--- src/rtl/pong_pkg.sv ---
// Purpose: shared pong geometry, paddle position types and a clamp helper.
// Latency: n/a (constants, types and a combinational function only).
// Backpressure: n/a.
package pong_pkg;

    localparam int SCREEN_W        = 640;
    localparam int SCREEN_H        = 480;
    localparam int BALL_SIZE       = 10;
    localparam int PADDLE_W        = 10;
    localparam int PADDLE_H        = 60;
    localparam int PADDLEL_X       = 20;
    localparam int PADDLER_X       = SCREEN_W - 20 - PADDLE_W;
    localparam int PADDLE_Y_MAX    = SCREEN_H - PADDLE_H;
    localparam int PADDLE_Y_CENTER = PADDLE_Y_MAX / 2;

    // Screen coordinate as carried on ports, and the wider signed form used
    // for arithmetic so that under/overflow is visible before clamping.
    typedef logic [9:0]         ypos_t;
    typedef logic signed [11:0] ycalc_t;

    // Saturate a signed candidate position into [0, PADDLE_Y_MAX].
    function automatic ypos_t clamp_y(input ycalc_t v);
        ypos_t r;
        if (v < 12'sd0) begin
            r = '0;
        end else if (v > ycalc_t'(PADDLE_Y_MAX)) begin
            r = ypos_t'(PADDLE_Y_MAX);
        end else begin
            r = v[9:0];
        end
        return r;
    endfunction

endpackage

--- src/rtl/paddle_control_if.sv ---
// Purpose: bundles player/game inputs and paddle positions for paddle_control.
// Latency: n/a (wires only).
// Backpressure: none; all signals are levels sampled every cycle.
interface paddle_control_if;
    import pong_pkg::*;

    logic  btnL_up;
    logic  btnL_dn;
    logic  btnR_up;
    logic  btnR_dn;
    logic  ai_mode;
    logic  game_over;
    ypos_t ball_y;
    ypos_t paddleL_y;
    ypos_t paddleR_y;

    modport master (
        output btnL_up, btnL_dn, btnR_up, btnR_dn, ai_mode, game_over, ball_y,
        input  paddleL_y, paddleR_y
    );

    modport slave (
        input  btnL_up, btnL_dn, btnR_up, btnR_dn, ai_mode, game_over, ball_y,
        output paddleL_y, paddleR_y
    );

endinterface

--- src/rtl/btn_debounce.sv ---
// Purpose: two-flop synchronizer plus debouncer for one raw push-button.
// Latency: 2 sync cycles + DB_CYCLES stable cycles before btn_db changes.
// Backpressure: none; free-running level filter.
module btn_debounce #(
    parameter int DB_CYCLES = 50000
) (
    input  logic clk,
    input  logic rst_n,
    input  logic btn_raw,
    output logic btn_db
);

    localparam int CW = $clog2(DB_CYCLES + 1);

    logic          sync1;
    logic          sync2;
    logic [CW-1:0] cnt;

    // Bring the asynchronous button into the clk domain.
    always_ff @(posedge clk or negedge rst_n) begin
        if (!rst_n) begin
            sync1 <= 1'b0;
            sync2 <= 1'b0;
        end else begin
            sync1 <= btn_raw;
            sync2 <= sync1;
        end
    end

    // Count consecutive disagreeing samples; flip only on an unbroken run.
    always_ff @(posedge clk or negedge rst_n) begin
        if (!rst_n) begin
            cnt    <= '0;
            btn_db <= 1'b0;
        end else if (sync2 == btn_db) begin
            cnt <= '0;
        end else if (cnt == CW'(DB_CYCLES - 1)) begin
            cnt    <= '0;
            btn_db <= sync2;
        end else begin
            cnt <= cnt + 1'b1;
        end
    end

endmodule

--- src/rtl/paddle_control.sv ---
// Purpose: debounced button / tracking-AI paddle movement, clamped to screen.
// Latency: position updates on the tick edge; game_over recentres in 1 cycle.
// Backpressure: none; outputs are registered levels consumed every cycle.
module paddle_control
    import pong_pkg::*;
#(
    parameter int PADDLE_SPEED = 4,
    parameter int AI_SPEED     = 3,
    parameter int AI_DEADZONE  = 4,
    parameter int DIV_W        = 18,
    parameter int DB_CYCLES    = 50000
) (
    input  logic             clk,
    input  logic             rst_n,
    paddle_control_if.slave  bus
);

    logic             l_up;
    logic             l_dn;
    logic             r_up;
    logic             r_dn;
    logic             ai_s1;
    logic             ai_s2;
    logic [DIV_W-1:0] div_cnt;
    logic             tick;
    ypos_t            pos_l;
    ypos_t            pos_r;
    ypos_t            next_l;
    ypos_t            next_r;
    ycalc_t           l_ext;
    ycalc_t           r_ext;
    ycalc_t           ball_c;
    ycalc_t           pad_c;

    btn_debounce #(.DB_CYCLES(DB_CYCLES)) u_db_l_up (.clk(clk), .rst_n(rst_n), .btn_raw(bus.btnL_up), .btn_db(l_up));
    btn_debounce #(.DB_CYCLES(DB_CYCLES)) u_db_l_dn (.clk(clk), .rst_n(rst_n), .btn_raw(bus.btnL_dn), .btn_db(l_dn));
    btn_debounce #(.DB_CYCLES(DB_CYCLES)) u_db_r_up (.clk(clk), .rst_n(rst_n), .btn_raw(bus.btnR_up), .btn_db(r_up));
    btn_debounce #(.DB_CYCLES(DB_CYCLES)) u_db_r_dn (.clk(clk), .rst_n(rst_n), .btn_raw(bus.btnR_dn), .btn_db(r_dn));

    // ai_mode is a slow level switch: synchronize only, no debounce.
    always_ff @(posedge clk or negedge rst_n) begin
        if (!rst_n) begin
            ai_s1 <= 1'b0;
            ai_s2 <= 1'b0;
        end else begin
            ai_s1 <= bus.ai_mode;
            ai_s2 <= ai_s1;
        end
    end

    // Free-running motion divider; wrapping to zero marks a tick.
    always_ff @(posedge clk or negedge rst_n) begin
        if (!rst_n) begin
            div_cnt <= '0;
        end else begin
            div_cnt <= div_cnt + 1'b1;
        end
    end

    assign tick = (div_cnt == '0);

    // Candidate next positions from buttons or the tracking AI, pre-clamped.
    always_comb begin
        l_ext  = ycalc_t'({2'b00, pos_l});
        r_ext  = ycalc_t'({2'b00, pos_r});
        ball_c = ycalc_t'({2'b00, bus.ball_y}) + ycalc_t'(BALL_SIZE / 2);
        pad_c  = r_ext + ycalc_t'(PADDLE_H / 2);
        next_l = pos_l;
        next_r = pos_r;
        if (l_up && !l_dn) begin
            next_l = clamp_y(l_ext - ycalc_t'(PADDLE_SPEED));
        end else if (l_dn && !l_up) begin
            next_l = clamp_y(l_ext + ycalc_t'(PADDLE_SPEED));
        end
        if (ai_s2) begin
            if (ball_c < pad_c - ycalc_t'(AI_DEADZONE)) begin
                next_r = clamp_y(r_ext - ycalc_t'(AI_SPEED));
            end else if (ball_c > pad_c + ycalc_t'(AI_DEADZONE)) begin
                next_r = clamp_y(r_ext + ycalc_t'(AI_SPEED));
            end
        end else if (r_up && !r_dn) begin
            next_r = clamp_y(r_ext - ycalc_t'(PADDLE_SPEED));
        end else if (r_dn && !r_up) begin
            next_r = clamp_y(r_ext + ycalc_t'(PADDLE_SPEED));
        end
    end

    // Position registers: game_over recentres every cycle, else move on tick.
    always_ff @(posedge clk or negedge rst_n) begin
        if (!rst_n) begin
            pos_l <= ypos_t'(PADDLE_Y_CENTER);
            pos_r <= ypos_t'(PADDLE_Y_CENTER);
        end else if (bus.game_over) begin
            pos_l <= ypos_t'(PADDLE_Y_CENTER);
            pos_r <= ypos_t'(PADDLE_Y_CENTER);
        end else if (tick) begin
            pos_l <= next_l;
            pos_r <= next_r;
        end
    end

    assign bus.paddleL_y = pos_l;
    assign bus.paddleR_y = pos_r;

endmodule

--- src/flat_wrapper.sv ---
// flat-port wrapper written by rule: the top's interface ports become plain ports
module paddle_control_flat import pong_pkg::*;
#(
    parameter int PADDLE_SPEED = 4,
    parameter int AI_SPEED     = 3,
    parameter int AI_DEADZONE  = 4,
    parameter int DIV_W        = 18,
    parameter int DB_CYCLES    = 50000
)
  (clk, rst_n, bus_btnL_up, bus_btnL_dn, bus_btnR_up, bus_btnR_dn, bus_ai_mode, bus_game_over, bus_ball_y, bus_paddleL_y, bus_paddleR_y);
  paddle_control_if bus_i ();
  input  logic clk;
  input  logic rst_n;
  input wire logic [$bits(bus_i.btnL_up)-1:0] bus_btnL_up;
  input wire logic [$bits(bus_i.btnL_dn)-1:0] bus_btnL_dn;
  input wire logic [$bits(bus_i.btnR_up)-1:0] bus_btnR_up;
  input wire logic [$bits(bus_i.btnR_dn)-1:0] bus_btnR_dn;
  input wire logic [$bits(bus_i.ai_mode)-1:0] bus_ai_mode;
  input wire logic [$bits(bus_i.game_over)-1:0] bus_game_over;
  input wire logic [$bits(bus_i.ball_y)-1:0] bus_ball_y;
  output wire logic [$bits(bus_i.paddleL_y)-1:0] bus_paddleL_y;
  output wire logic [$bits(bus_i.paddleR_y)-1:0] bus_paddleR_y;
  assign bus_i.btnL_up = bus_btnL_up;
  assign bus_i.btnL_dn = bus_btnL_dn;
  assign bus_i.btnR_up = bus_btnR_up;
  assign bus_i.btnR_dn = bus_btnR_dn;
  assign bus_i.ai_mode = bus_ai_mode;
  assign bus_i.game_over = bus_game_over;
  assign bus_i.ball_y = bus_ball_y;
  assign bus_paddleL_y = bus_i.paddleL_y;
  assign bus_paddleR_y = bus_i.paddleR_y;
  paddle_control #(.PADDLE_SPEED(PADDLE_SPEED), .AI_SPEED(AI_SPEED), .AI_DEADZONE(AI_DEADZONE), .DIV_W(DIV_W), .DB_CYCLES(DB_CYCLES)) u_core (.clk(clk), .rst_n(rst_n), .bus(bus_i));
endmodule
--- config.mk ---
export PLATFORM = sky130hd
export DESIGN_NAME = paddle_control_flat
export DESIGN_NICKNAME = d
export VERILOG_FILES = /design/src/rtl/pong_pkg.sv /design/src/rtl/paddle_control_if.sv /design/src/rtl/btn_debounce.sv /design/src/rtl/paddle_control.sv /design/src/flat_wrapper.sv
export SDC_FILE = /design/constraint.sdc
export NUM_CORES = 1
export LEC_CHECK = 0
export ABC_AREA = 1
export BUFFER_PORTS_ARGS = -buffer_cell sky130_fd_sc_hd__buf_2
export CAP_MARGIN = 20
export CORE_MARGIN = 4
export CORE_UTILIZATION = 24
export DETAILED_ROUTE_END_ITERATION = 8
export PLACE_DENSITY = 0.36
export SYNTH_ARGS = -nofsm -noshare
export SYNTH_HDL_FRONTEND = slang
export SYNTH_SLANG_ARGS = --single-unit
--- constraint.sdc ---
create_clock -name clk -period 4.8 [get_ports clk]
set_input_delay 0.72 -clock clk [delete_from_list [all_inputs] [get_ports clk]]
set_output_delay 0.72 -clock clk [all_outputs]
set_load 0.1 [all_outputs]
* After elaboration in Yosys (flattened, before gate mapping)
Index checks and enable logic that the tools add are counted.
Cells by class: $lt $le $gt $ge 14, bitwise operators 4, eq/ne operators 9, $add $sub $neg 15, reduce and logical (&&, ||, !) cells 18, mux-type cells 31
Operator list (count):
- 2-to-1 mux 10 bit | 23
- 2-to-1 mux 16 bit | 8
- greater-than comparator 12 x 10 -> 1 bit, second input constant | 6
- less-than comparator 12 x 1 -> 1 bit, second input constant | 6
- adder 16 x 1 -> 16 bit, second input constant | 4
- equality test 16 bit, second input constant | 4
- adder 10 x 3 -> 11 bit, second input constant | 3
- subtractor 10 x 3 -> 11 bit, second input constant | 2
- adder 18 x 1 -> 18 bit, second input constant | 1
- logical NOT 18 bit | 1
- adder 12 x 4 -> 12 bit, second input constant | 1
- greater-than comparator 12 bit | 1
- less-than comparator 12 bit | 1
- subtractor 12 x 4 -> 12 bit, second input constant | 1
- adder 10 x 2 -> 11 bit, second input constant | 1
- adder 10 x 5 -> 11 bit, second input constant | 1
- subtractor 10 x 2 -> 11 bit, second input constant | 1
- AND reduction 2 bit | 5
- equality test 1 bit | 4
- logical AND 1 bit | 4
- logical NOT 1 bit | 4
- inequality test 4 bit, second input constant | 1
- inverter 1 bit | 4
- nonzero test 4 bit | 1
- 3 further kinds | 3
Word-level totals: bits in registers 116, word-level logic and storage cells 112

* Longest topological paths before layout
Gate-level depths: netlist of run 1.
word-level depth 9, depth in mapped cells 27, gate-level depth less buffers 25

* Hierarchy
Synthesis of run 1 repeated with hierarchy kept, for this count alone.
Second synthesis, totals: cell total of the unflattened synthesis 1161, area, all modules 8600.7 um^2
By module, submodules not included:
- paddle_control | seq. area each 985.9 um^2, area an instance 4481.8 um^2, instances 1, cells an instance 673
- btn_debounce | seq. area each 475.5 um^2, area an instance 1029.7 um^2, instances 4, cells an instance 122

* Worst setup path after synthesis of run 1
OpenSTA, ideal clock, no wires.
path type flip-flop to flip-flop, from reg u_core.pos_r[2] (netlist: u_core.bus.paddleR_y[2]), to reg u_core.pos_r[6] (netlist: u_core.bus.paddleR_y[6]), arrival 4452 ps, path slack 266 ps, cell stages (with the launch flop) 26, buffers on the path 2, cells stage by stage dfrtp_1 buf_4 clkinv_1 ha_1 buf_4 inv_1 a21oi_1 inv_1 nor2_1 inv_1 nand2_1 nor3_1 nand2_1 nor2_1 nand2_1 xor2_1 ha_1 a21o_1 a21oi_1 nand3_1 nand3_1 nand2_1 nor2_1 nand3_1 nor2_1 a21oi_1
Between the ends: longest elaborated chain between the ends 9
RTL lines:
- start: declaration | RTL line paddle_control.sv:27 | ypos_t pos_r;
- start signal: assignment | RTL line paddle_control.sv:92 | pos_r <= ypos_t'(PADDLE_Y_CENTER);
- start signal: assignment | RTL line paddle_control.sv:95 | pos_r <= ypos_t'(PADDLE_Y_CENTER);
- start signal: assignment | RTL line paddle_control.sv:98 | pos_r <= next_r;
- branches (longest 9 deep; another with subtractor 12 x 4 -> 12 bit)
Several ways; the timed one is not identified. The select of a mux whose other input is x is not followed. A chain may end at the register's enable or synchronous reset.

* Final worst setup path of run 1
Same ends and word-level chain as after synthesis.

==> results of run 1 <==
-- cell usage in the layout, fill, tap and decap left out, types with 3 or more instances in the layout --
cell type,netlist,layout
sky130_fd_sc_hd__dfstp_2,8,8
sky130_fd_sc_hd__o21ai_0,40,40
sky130_fd_sc_hd__a21oi_1,42,42
sky130_fd_sc_hd__o211ai_1,7,7
sky130_fd_sc_hd__mux2_2,3,3
sky130_fd_sc_hd__o21a_1,3,3
sky130_fd_sc_hd__inv_6,0,5
sky130_fd_sc_hd__nand4_1,26,26
sky130_fd_sc_hd__and3_1,5,5
sky130_fd_sc_hd__dfrtp_1,107,107
sky130_fd_sc_hd__nor3_1,46,46
sky130_fd_sc_hd__xnor2_1,16,16
sky130_fd_sc_hd__buf_4,5,6
sky130_fd_sc_hd__buf_2,2,35
sky130_fd_sc_hd__ha_1,47,47
sky130_fd_sc_hd__nor3b_1,14,14
sky130_fd_sc_hd__bufinv_16,0,4
sky130_fd_sc_hd__a21o_1,5,5
sky130_fd_sc_hd__nand2_2,3,3
sky130_fd_sc_hd__nand3_1,92,92
sky130_fd_sc_hd__nor2_1,118,118
sky130_fd_sc_hd__xor2_1,62,62
sky130_fd_sc_hd__nor4_1,13,13
sky130_fd_sc_hd__a31oi_1,5,5
sky130_fd_sc_hd__clkbuf_16,0,17
sky130_fd_sc_hd__nand2_1,177,177
sky130_fd_sc_hd__nor2_4,3,3
sky130_fd_sc_hd__inv_1,144,144
-- where the power goes --
part           internal [mW]  leakage [nW]  switching, mW
combinational          0.441          2.35           1.01
sequential              1.01          1.53         0.0754
clock                  0.878         0.302          0.490
total                   2.33          4.18           1.58
-- kinds of logic (layout without fill, tap and decap cells) --
kind of cell / Yosys count / in the layout
buffers and inverters: 159 / 220
and+or+nand+nor: 508 / 508
AOI/OAI and AO/OA: 111 / 111
DFF: 115 / 115
xor gates and xnor gates: 79 / 79
muxes: 3 / 3
other: 1 / 1
adders and majority gates: 47 / 47
-- stage by stage --
stage,cell area [sq um],utilization
6_report,9129,0.2871
5_1_grt,9129,0.2871
4_1_cts,9129,0.2871
3_5_place_dp,8498,0.2672
3_3_place_gp,8498,0.2672
2_1_floorplan,7810,-
-- critical path, stage by stage, from the launching register on --
cell and delay, ns:
sky130_fd_sc_hd__dfrtp_1 0.35, sky130_fd_sc_hd__clkinv_1 0.23, sky130_fd_sc_hd__ha_1 0.32, sky130_fd_sc_hd__a21oi_1 0.22, sky130_fd_sc_hd__inv_1 0.09, sky130_fd_sc_hd__nor2_1 0.18
sky130_fd_sc_hd__inv_1 0.09, sky130_fd_sc_hd__nand2_1 0.08, sky130_fd_sc_hd__xor2_1 0.37, sky130_fd_sc_hd__inv_1 0.08, sky130_fd_sc_hd__nor2_1 0.16, sky130_fd_sc_hd__nand3_1 0.11
sky130_fd_sc_hd__xor2_1 0.17, sky130_fd_sc_hd__ha_1 0.29, sky130_fd_sc_hd__and3_1 0.19, sky130_fd_sc_hd__nand3_1 0.08, sky130_fd_sc_hd__nand3_1 0.07, sky130_fd_sc_hd__nand2_1 0.08
sky130_fd_sc_hd__nand3_1 0.09, sky130_fd_sc_hd__nand2_1 0.15, sky130_fd_sc_hd__nor2_1 0.41, sky130_fd_sc_hd__nand3_1 0.12, sky130_fd_sc_hd__nor2_1 0.11, sky130_fd_sc_hd__a21oi_1 0.05
-- cells in the mapped netlist (2+ instances only) --
cell type	n	area [sq um]
sky130_fd_sc_hd__clkbuf_1	4	15.01
sky130_fd_sc_hd__buf_2	2	10.01
sky130_fd_sc_hd__inv_1	144	540.5
sky130_fd_sc_hd__nor2_4	3	33.78
sky130_fd_sc_hd__xnor2_1	16	140.1
sky130_fd_sc_hd__a31oi_1	5	31.28
sky130_fd_sc_hd__o21a_1	3	22.52
sky130_fd_sc_hd__nor3_2	2	20.02
sky130_fd_sc_hd__buf_4	5	37.54
sky130_fd_sc_hd__nand4_1	26	162.7
sky130_fd_sc_hd__nand3b_1	2	15.01
sky130_fd_sc_hd__a21oi_1	42	210.2
sky130_fd_sc_hd__nor3_1	46	230.2
sky130_fd_sc_hd__o21ai_1	2	10.01
sky130_fd_sc_hd__nor3b_1	14	105.1
sky130_fd_sc_hd__nor4_1	13	81.33
sky130_fd_sc_hd__o21ai_0	40	200.2
sky130_fd_sc_hd__xor2_1	62	543.0
sky130_fd_sc_hd__a21o_1	5	37.54
sky130_fd_sc_hd__nor2_1	118	442.9
sky130_fd_sc_hd__o211ai_1	7	52.55
sky130_fd_sc_hd__mux2_2	3	33.78
sky130_fd_sc_hd__o22ai_1	2	12.51
sky130_fd_sc_hd__dfstp_2	8	210.2
sky130_fd_sc_hd__clkinv_1	2	7.510
sky130_fd_sc_hd__nand2_2	3	18.77
sky130_fd_sc_hd__nand2_1	177	664.4
sky130_fd_sc_hd__dfrtp_1	107	2678
sky130_fd_sc_hd__nand3_1	92	460.4
sky130_fd_sc_hd__ha_1	47	588.1
sky130_fd_sc_hd__and3_1	5	31.28
sky130_fd_sc_hd__nor2_2	2	12.51
-- sequential cells by signal (all words and copies together) (netlist names) --
register                 flops
u_core.div_cnt              18
u_core.u_db_l_dn.cnt        16
u_core.u_db_l_up.cnt        16
u_core.u_db_r_dn.cnt        16
u_core.u_db_r_up.cnt        16
u_core.bus.paddleR_y        10
u_core.bus.paddleL_y         9
u_core.ai_s1                 1
u_core.ai_s2                 1
u_core.u_db_l_dn.btn_db      1
u_core.u_db_l_dn.sync1       1
u_core.u_db_l_dn.sync2       1
u_core.u_db_l_up.btn_db      1
u_core.u_db_l_up.sync1       1
u_core.u_db_l_up.sync2       1
u_core.u_db_r_dn.btn_db      1
u_core.u_db_r_dn.sync1       1
u_core.u_db_r_dn.sync2       1
u_core.u_db_r_up.btn_db      1
u_core.u_db_r_up.sync1       1
u_core.u_db_r_up.sync2       1
-- cell type report --
class | count | area share
Tap cell | 435 | 0.05962
Multi-Input combinational cell | 749 | 0.4696
Inverter | 146 | 0.06003
Clock buffer | 18 | 0.04701
Clock inverter | 14 | 0.02207
Sequential cell | 115 | 0.3163
Timing Repair Buffer | 42 | 0.02536
-- routing by layer --
layer,GRT usage,share of wire
met5,0,0
met4,0.02943,0.014
met3,0.02464,0.034
met2,0.2019,0.48
met1,0.1534,0.47
-- worst max path at each step --
stage | slack (ns) | to | depth (start not counted)
floorplan | 0.27 | u_core.bus.paddleR_y[6]$_DFFE_PN1P_ | 25
global placement | 0.65 | u_core.bus.paddleR_y[6]$_DFFE_PN1P_ | 19
detailed placement | 0.62 | u_core.bus.paddleR_y[6]$_DFFE_PN1P_ | 20
CTS | 0.61 | u_core.bus.paddleR_y[5]$_DFFE_PN0P_ | 22
global route | 0.15 | u_core.bus.paddleR_y[5]$_DFFE_PN0P_ | 22
finish | 0.64 | u_core.bus.paddleR_y[6]$_DFFE_PN1P_ | 23
==> run_results.csv, run 1 <==
group,metric,value,unit
yosys,postSynthRegisterBits,115,
routing,avgViaCountPerCell,4.412,
place,worst_slack_at_placement,0.6187,ns
worst_setup_path,capture_instance_of_the_worst_register_to_register_path,"u_core.bus.paddleR_y[6]$_DFFE_PN1P_",
sta,min_period_over_period,0.8656,
finish,finish.cell_count_without_fillers,1519,
grt,grt_max_degree,82,
floorplan,die_width,188.4,microns
sta,setup-tns-final,0,ns
run,max-cap-violations,0,
power,power.leakage,4.181,nW
sta,finalCriticalPeriod,4.155,ns
yosys,mappedNetlistArea,7810,sq um
clock_network,cts_tree,"yes",
clock_network,cts_hold_repair.buffers,0,
grt,track_usage,0.1183,
worst_setup_path,setup.worst_path.class,"reg -> reg",
clock_network,cts_setup_buffers,0,
sta,worst_hold_slack,0.3462,ns
floorplan,die_area,35490,sq um
yosys,synth-warning-count,0,
yosys,synth_top_flop_cell,"sky130_fd_sc_hd__dfrtp_1",
place,place.gp.congestion,0.8116,
finish,register_area,2888,sq um
floorplan,rows,65,
routing,route.detailed.drc,0,
sta,tightestPinTransition,0.8090,ns
yosys,synth_top_family_by_area,"simple AND/OR/NAND/NOR gates",
sta,slew_viol_final,0,
routing,post_drt_wl_per_cell,13.52,microns
power,p_per_area,428.5,nW/um^2
clock_network,cts.path.max_buffers,2,
sta,setup_viol,0,
sta,postLayoutSetupSlackWorst,0.6450,ns
finish,diodes,0,
routing,drt.antenna.violating_nets,0,
yosys,synth_fa_ha_area_frac,0.07530,
place,place.detailed.instances,1487,
worst_setup_path,worst_ep_arrival_time,4.49,ns
power,totalPowerFinal,3.912,mW
yosys,synth_compound_gate_area_share,0.07898,
yosys,number_of_enable_flip_flop_cells_after_synthesis,0,
grt,grt_pass1_wl,34550,microns
finish,fillerInstances,3438,
sta,slew_headroom,0.4607,
worst_setup_path,startpoint_type,"register",
finish,area.growth.synth_to_final,16.89,%
yosys,synth_simple_gate_area_share,0.3002,
clock_network,cts_root_buf,"sky130_fd_sc_hd__clkbuf_16",
worst_setup_path,setup.worst_path.end_class,"register",
clock_network,clk_pin_slew,0.06,ns
clock_network,clkLatencyLatePin,0.41,ns
floorplan,height_of_the_die,188.4,microns
yosys,post_synth_mux_area_share,0.004326,
finish,multiInputGateArea,4287,sq um
routing,route.vias.total,6702,
yosys,syn_area_per_cell,7.634,sq um
yosys,ys_seq_area_frac,0.3698,
worst_setup_path,crit_path_start,"u_core.bus.paddleR_y[2]$_DFFE_PN0P_",
floorplan,initial_core_util,0.2456,
floorplan,design.portCount,38,
yosys,async_reset_ff_frac,1.000,
power,ir_worst_vdd,178.8,uV
finish,layout-drive-gt1-share,0.09133,
place,hpwlAfterDp,15700,microns
worst_setup_path,ff2ff_setup_slack,0.64,ns
yosys,netlist_cell_types,46,
routing,initialDrtViolationCount,357,
sta,timing.final.hold_violations,0,
grt,grt_pass1_vias,6758,
clock_network,ctsHtreeMaxLevel,4,
worst_setup_path,cp_max_fo,8,
grt,antenna_violations_before_repair,0,
run_status,status,"finished, final reports clean",
hold_path,min_path_type,"in -> async",
sta,timing.fmax,240.7,MHz
sta,skew,0.01114,ns
yosys,synthXorXnorAreaFrac,0.08955,
clock_network,cts-buffers-inserted,17,
routing,totalWireLength,20540,microns
floorplan,placeableCoreArea,31800,sq um
worst_setup_path,critPathRequiredTime,5.14,ns
clock_network,resize_count_post_cts,0,
worst_setup_path,r2r_start,"u_core.bus.paddleR_y[2]$_DFFE_PN0P_",
worst_setup_path,worstRegToRegCells,23,
yosys,syn_nets,1088,
grt,globalRouteOverflowTotal,0,
yosys,syn-instance-count,1023,
sta,grt_setup_unrepaired,"no",
clock_network,clkSinkCount,115,
place,io_buffer_count,36,
finish,total_nets_final,1136,
routing,drt_pre_antenna_iters,5,
(Power assumes the default switching activity.)
==> inputs of run 2 (changes only) <==
--- a/config.mk
+++ b/config.mk
@@ -12,6 +12,7 @@
 export CORE_UTILIZATION = 24
 export DETAILED_ROUTE_END_ITERATION = 8
 export PLACE_DENSITY = 0.36
+export RECOVER_POWER = 50
 export SYNTH_ARGS = -nofsm -noshare
 export SYNTH_HDL_FRONTEND = slang
 export SYNTH_SLANG_ARGS = --single-unit
==> run 2 against run 1 <==
  * The flow now finishes with violations (max-capacitance violations, max-slew violations)
  * Clock power hardly changed
  * Via count hardly changed
  * Clock skew hardly changed
  * Critical path depth stayed put
  * Clock-buffer cell count stayed put
  * Design area is 0.14% lower
  * Maximum frequency hardly changed
  * Sequential share of layout area hardly changed
  * Flip-flop and latch count stayed put
  * Worst hold slack better by 0.0023 ns
  * Combinational power hardly changed
  * Sequential power hardly changed
==> run_results.csv, run 2 (same netlist as run 1, synthesis figures left out) <==
group,metric,value,unit
finish,largest-register,"u_core.div_cnt",
sta,tightestPinTransition,2.184,ns
clock_network,cts_setup_buffers,0,
sta,setup-tns-final,0,ns
run,max-cap-violations,2,
worst_setup_path,startpoint_type,"register",
run_status,status,"finished with violations",
floorplan,die_area,35490,sq um
routing,totalWireLength,20540,microns
power,p_clk_frac,0.350,
worst_setup_path,crit_path_start,"u_core.bus.paddleR_y[2]$_DFFE_PN0P_",
routing,drt_pre_antenna_iters,6,
power,totalPowerFinal,3.911,mW
worst_setup_path,crit_path_cell_trace,"clkinv_1 > ha_1 > a21oi_1 > inv_1 > nor2_1 > inv_1 > nand2_1 > xor2_1 > inv_1 > nor2_1 > nand3_1 > xor2_1 > ha_1 > and3_1 > nand3_1 > nand3_1 > nand2_1 > nand3_1 > nand2_1 > nor2_1 > nand3_1 > nor2_1 > a21oi_1",
clock_network,clkLatencyLatePin,0.41,ns
clock_network,cts.path.max_buffers,2,
floorplan,rows,65,
sta,finalCriticalPeriod,4.155,ns
clock_network,cts_root_buf,"sky130_fd_sc_hd__clkbuf_16",
routing,initialDrtViolationCount,357,
worst_setup_path,capture_instance_of_the_worst_register_to_register_path,"u_core.bus.paddleR_y[6]$_DFFE_PN1P_",
finish,final_common_cell,"sky130_fd_sc_hd__nand2_1",
grt,grt_max_degree,82,
routing,drt.antenna.violating_nets,0,
grt,track_usage,0.1183,
finish,layout-drive-gt1-share,0.08856,
routing,route.vias.total,6701,
routing,avgViaCountPerCell,4.411,
place,hpwlAfterDp,15700,microns
worst_setup_path,critical-path-slowest-cell,"sky130_fd_sc_hd__nor2_1",
grt,antenna_violations_before_repair,0,
sta,timing.fmax,240.7,MHz
power,p_int,2.331,mW
worst_setup_path,worstRegToRegCells,23,
finish,diodes,0,
floorplan,height_of_the_die,188.4,microns
grt,grt_pass1_wl,34550,microns
power,power.switching_fraction,0.4039,
place,worst_slack_at_placement,0.6187,ns
run_status,violations,"max-capacitance violations, max-slew violations",
power,combinationalPowerShare,0.372,
clock_network,cts_hold_repair.buffers,0,
finish,largest_register_ffs,18,
floorplan,design.portCount,38,
clock_network,resize_count_post_cts,0,
worst_setup_path,critPathCapture,"u_core.bus.paddleR_y[6]$_DFFE_PN1P_",
sta,skew,0.01114,ns
sta,setup_viol,0,
power,p_per_area,429.0,nW/um^2
clock_network,clk_pin_slew,0.06,ns
floorplan,die_width,188.4,microns
worst_setup_path,worst_ep_arrival_time,4.49,ns
sta,timing.final.hold_violations,0,
hold_path,min_path_type,"reg -> reg",
routing,route.detailed.drc,0,
worst_setup_path,ff2ff_setup_slack,0.64,ns
worst_setup_path,setup.worst_path.end_class,"register",
sta,min_period_over_period,0.8657,
finish,total_nets_final,1136,
power,ir_worst_vdd,178.8,uV
worst_setup_path,r2r_start,"u_core.bus.paddleR_y[2]$_DFFE_PN0P_",
floorplan,placeableCoreArea,31800,sq um
sta,slew_viol_final,118,
worst_setup_path,critPathRequiredTime,5.14,ns
place,io_buffer_count,36,
power,power.sequential.fraction,0.278,
clock_network,ctsHtreeMaxLevel,4,
worst_setup_path,max_stage_delay,0.41,ns
grt,grt_pass1_vias,6758,
sta,grt_setup_unrepaired,"no",
worst_setup_path,cp_max_fo,8,
sta,slew_headroom,-0.4563,
grt,globalRouteOverflowTotal,0,
power,switching_power,1.579,mW
finish,most-common-layout-cells,"177 x sky130_fd_sc_hd__nand2_1, 144 x sky130_fd_sc_hd__inv_1, 118 x sky130_fd_sc_hd__nor2_1",
clock_network,cts-buffers-inserted,17,
floorplan,initial_core_util,0.2456,
place,place.gp.congestion,0.8116,
finish,area.growth.synth_to_final,16.73,%
clock_network,cts_tree,"yes",
sta,postLayoutSetupSlackWorst,0.6447,ns
power,power.leakage,4.170,nW
routing,post_drt_wl_per_cell,13.52,microns
worst_setup_path,critPathMostFrequentCell,"sky130_fd_sc_hd__nand3_1",
clock_network,clkSinkCount,115,
worst_setup_path,setup.worst_path.class,"reg -> reg",
run 2: changes by cell type in the layout (fill, tap and decap cells not counted):
cell	before	now
sky130_fd_sc_hd__buf_4	6	5
sky130_fd_sc_hd__clkbuf_2	0	1
sky130_fd_sc_hd__buf_6	1	0
sky130_fd_sc_hd__clkbuf_1	1	4
sky130_fd_sc_hd__buf_2	35	33
run 2: final cells by class:
class / instances / area [sq um]
clock buffer: 18 / 429.2
clock inverter: 14 / 201.4
fill: 3440 / 22680
inverter: 146 / 548.0
multi-input combinational: 749 / 4287
sequential: 115 / 2888
tap: 435 / 544.3
timing repair buffer: 42 / 219.0
run 2: power groups by stage:
stage | Combinational (mW) | Clock [mW] | Sequential (mW)
after floorplan | 0.939 | 0 | 1.24
after global routing | 1.64 | 1.46 | 1.10
after global placement | 1.49 | 0 | 1.11
after detailed placement | 1.46 | 0 | 1.11
final | 1.45 | 1.37 | 1.09
after CTS | 1.47 | 1.42 | 1.09
run 2: critical path, delay by kind of cell (launching register included):
| kind | cells | cell delay (ns) |
|---|---|---|
| and+or+nand+nor | 13 | 1.83 |
| adders and majority gates | 2 | 0.61 |
| xor gates and xnor gates | 2 | 0.54 |
| buffers and inverters | 4 | 0.49 |
| DFF | 1 | 0.35 |
| AOI/OAI and AO/OA | 2 | 0.27 |
run 2: worst min path at each step:
stage,from,end,cells past startpoint
global placement,u_core.ai_s1$_DFF_PN0_,u_core.ai_s2$_DFF_PN0_,0
finish,u_core.u_db_l_up.sync1$_DFF_PN0_,u_core.u_db_l_up.sync2$_DFF_PN0_,0
CTS,u_core.u_db_l_up.sync1$_DFF_PN0_,u_core.u_db_l_up.sync2$_DFF_PN0_,0
detailed placement,u_core.u_db_l_up.sync1$_DFF_PN0_,u_core.u_db_l_up.sync2$_DFF_PN0_,0
global route,u_core.u_db_l_up.sync1$_DFF_PN0_,u_core.u_db_l_up.sync2$_DFF_PN0_,0
floorplan,u_core.ai_s1$_DFF_PN0_,u_core.ai_s2$_DFF_PN0_,0
run 2: through the flow:
stage / instance area [sq um] / hold WS (ns) / util / std cells
global route: 9116 / 0.3536 / 0.2867 / 1519
detailed placement: 8498 / 0.3347 / 0.2672 / 1487
finish: 9116 / 0.3485 / 0.2867 / 1519
floorplan: 7810 / 0.3312 / - / 1023
global placement: 8498 / 0.3326 / 0.2672 / 1487
CTS: 9129 / 0.3504 / 0.2871 / 1519
run 2: routing by layer:
metal / up-vias / routed length (microns) / track usage
met3: 21 / 674 / 0.02464
li1: 3461 / - / -
met1: 3098 / 9712 / 0.1534
met5: - / 0 / 0
met4: 0 / 275 / 0.02943
met2: 121 / 9878 / 0.2019
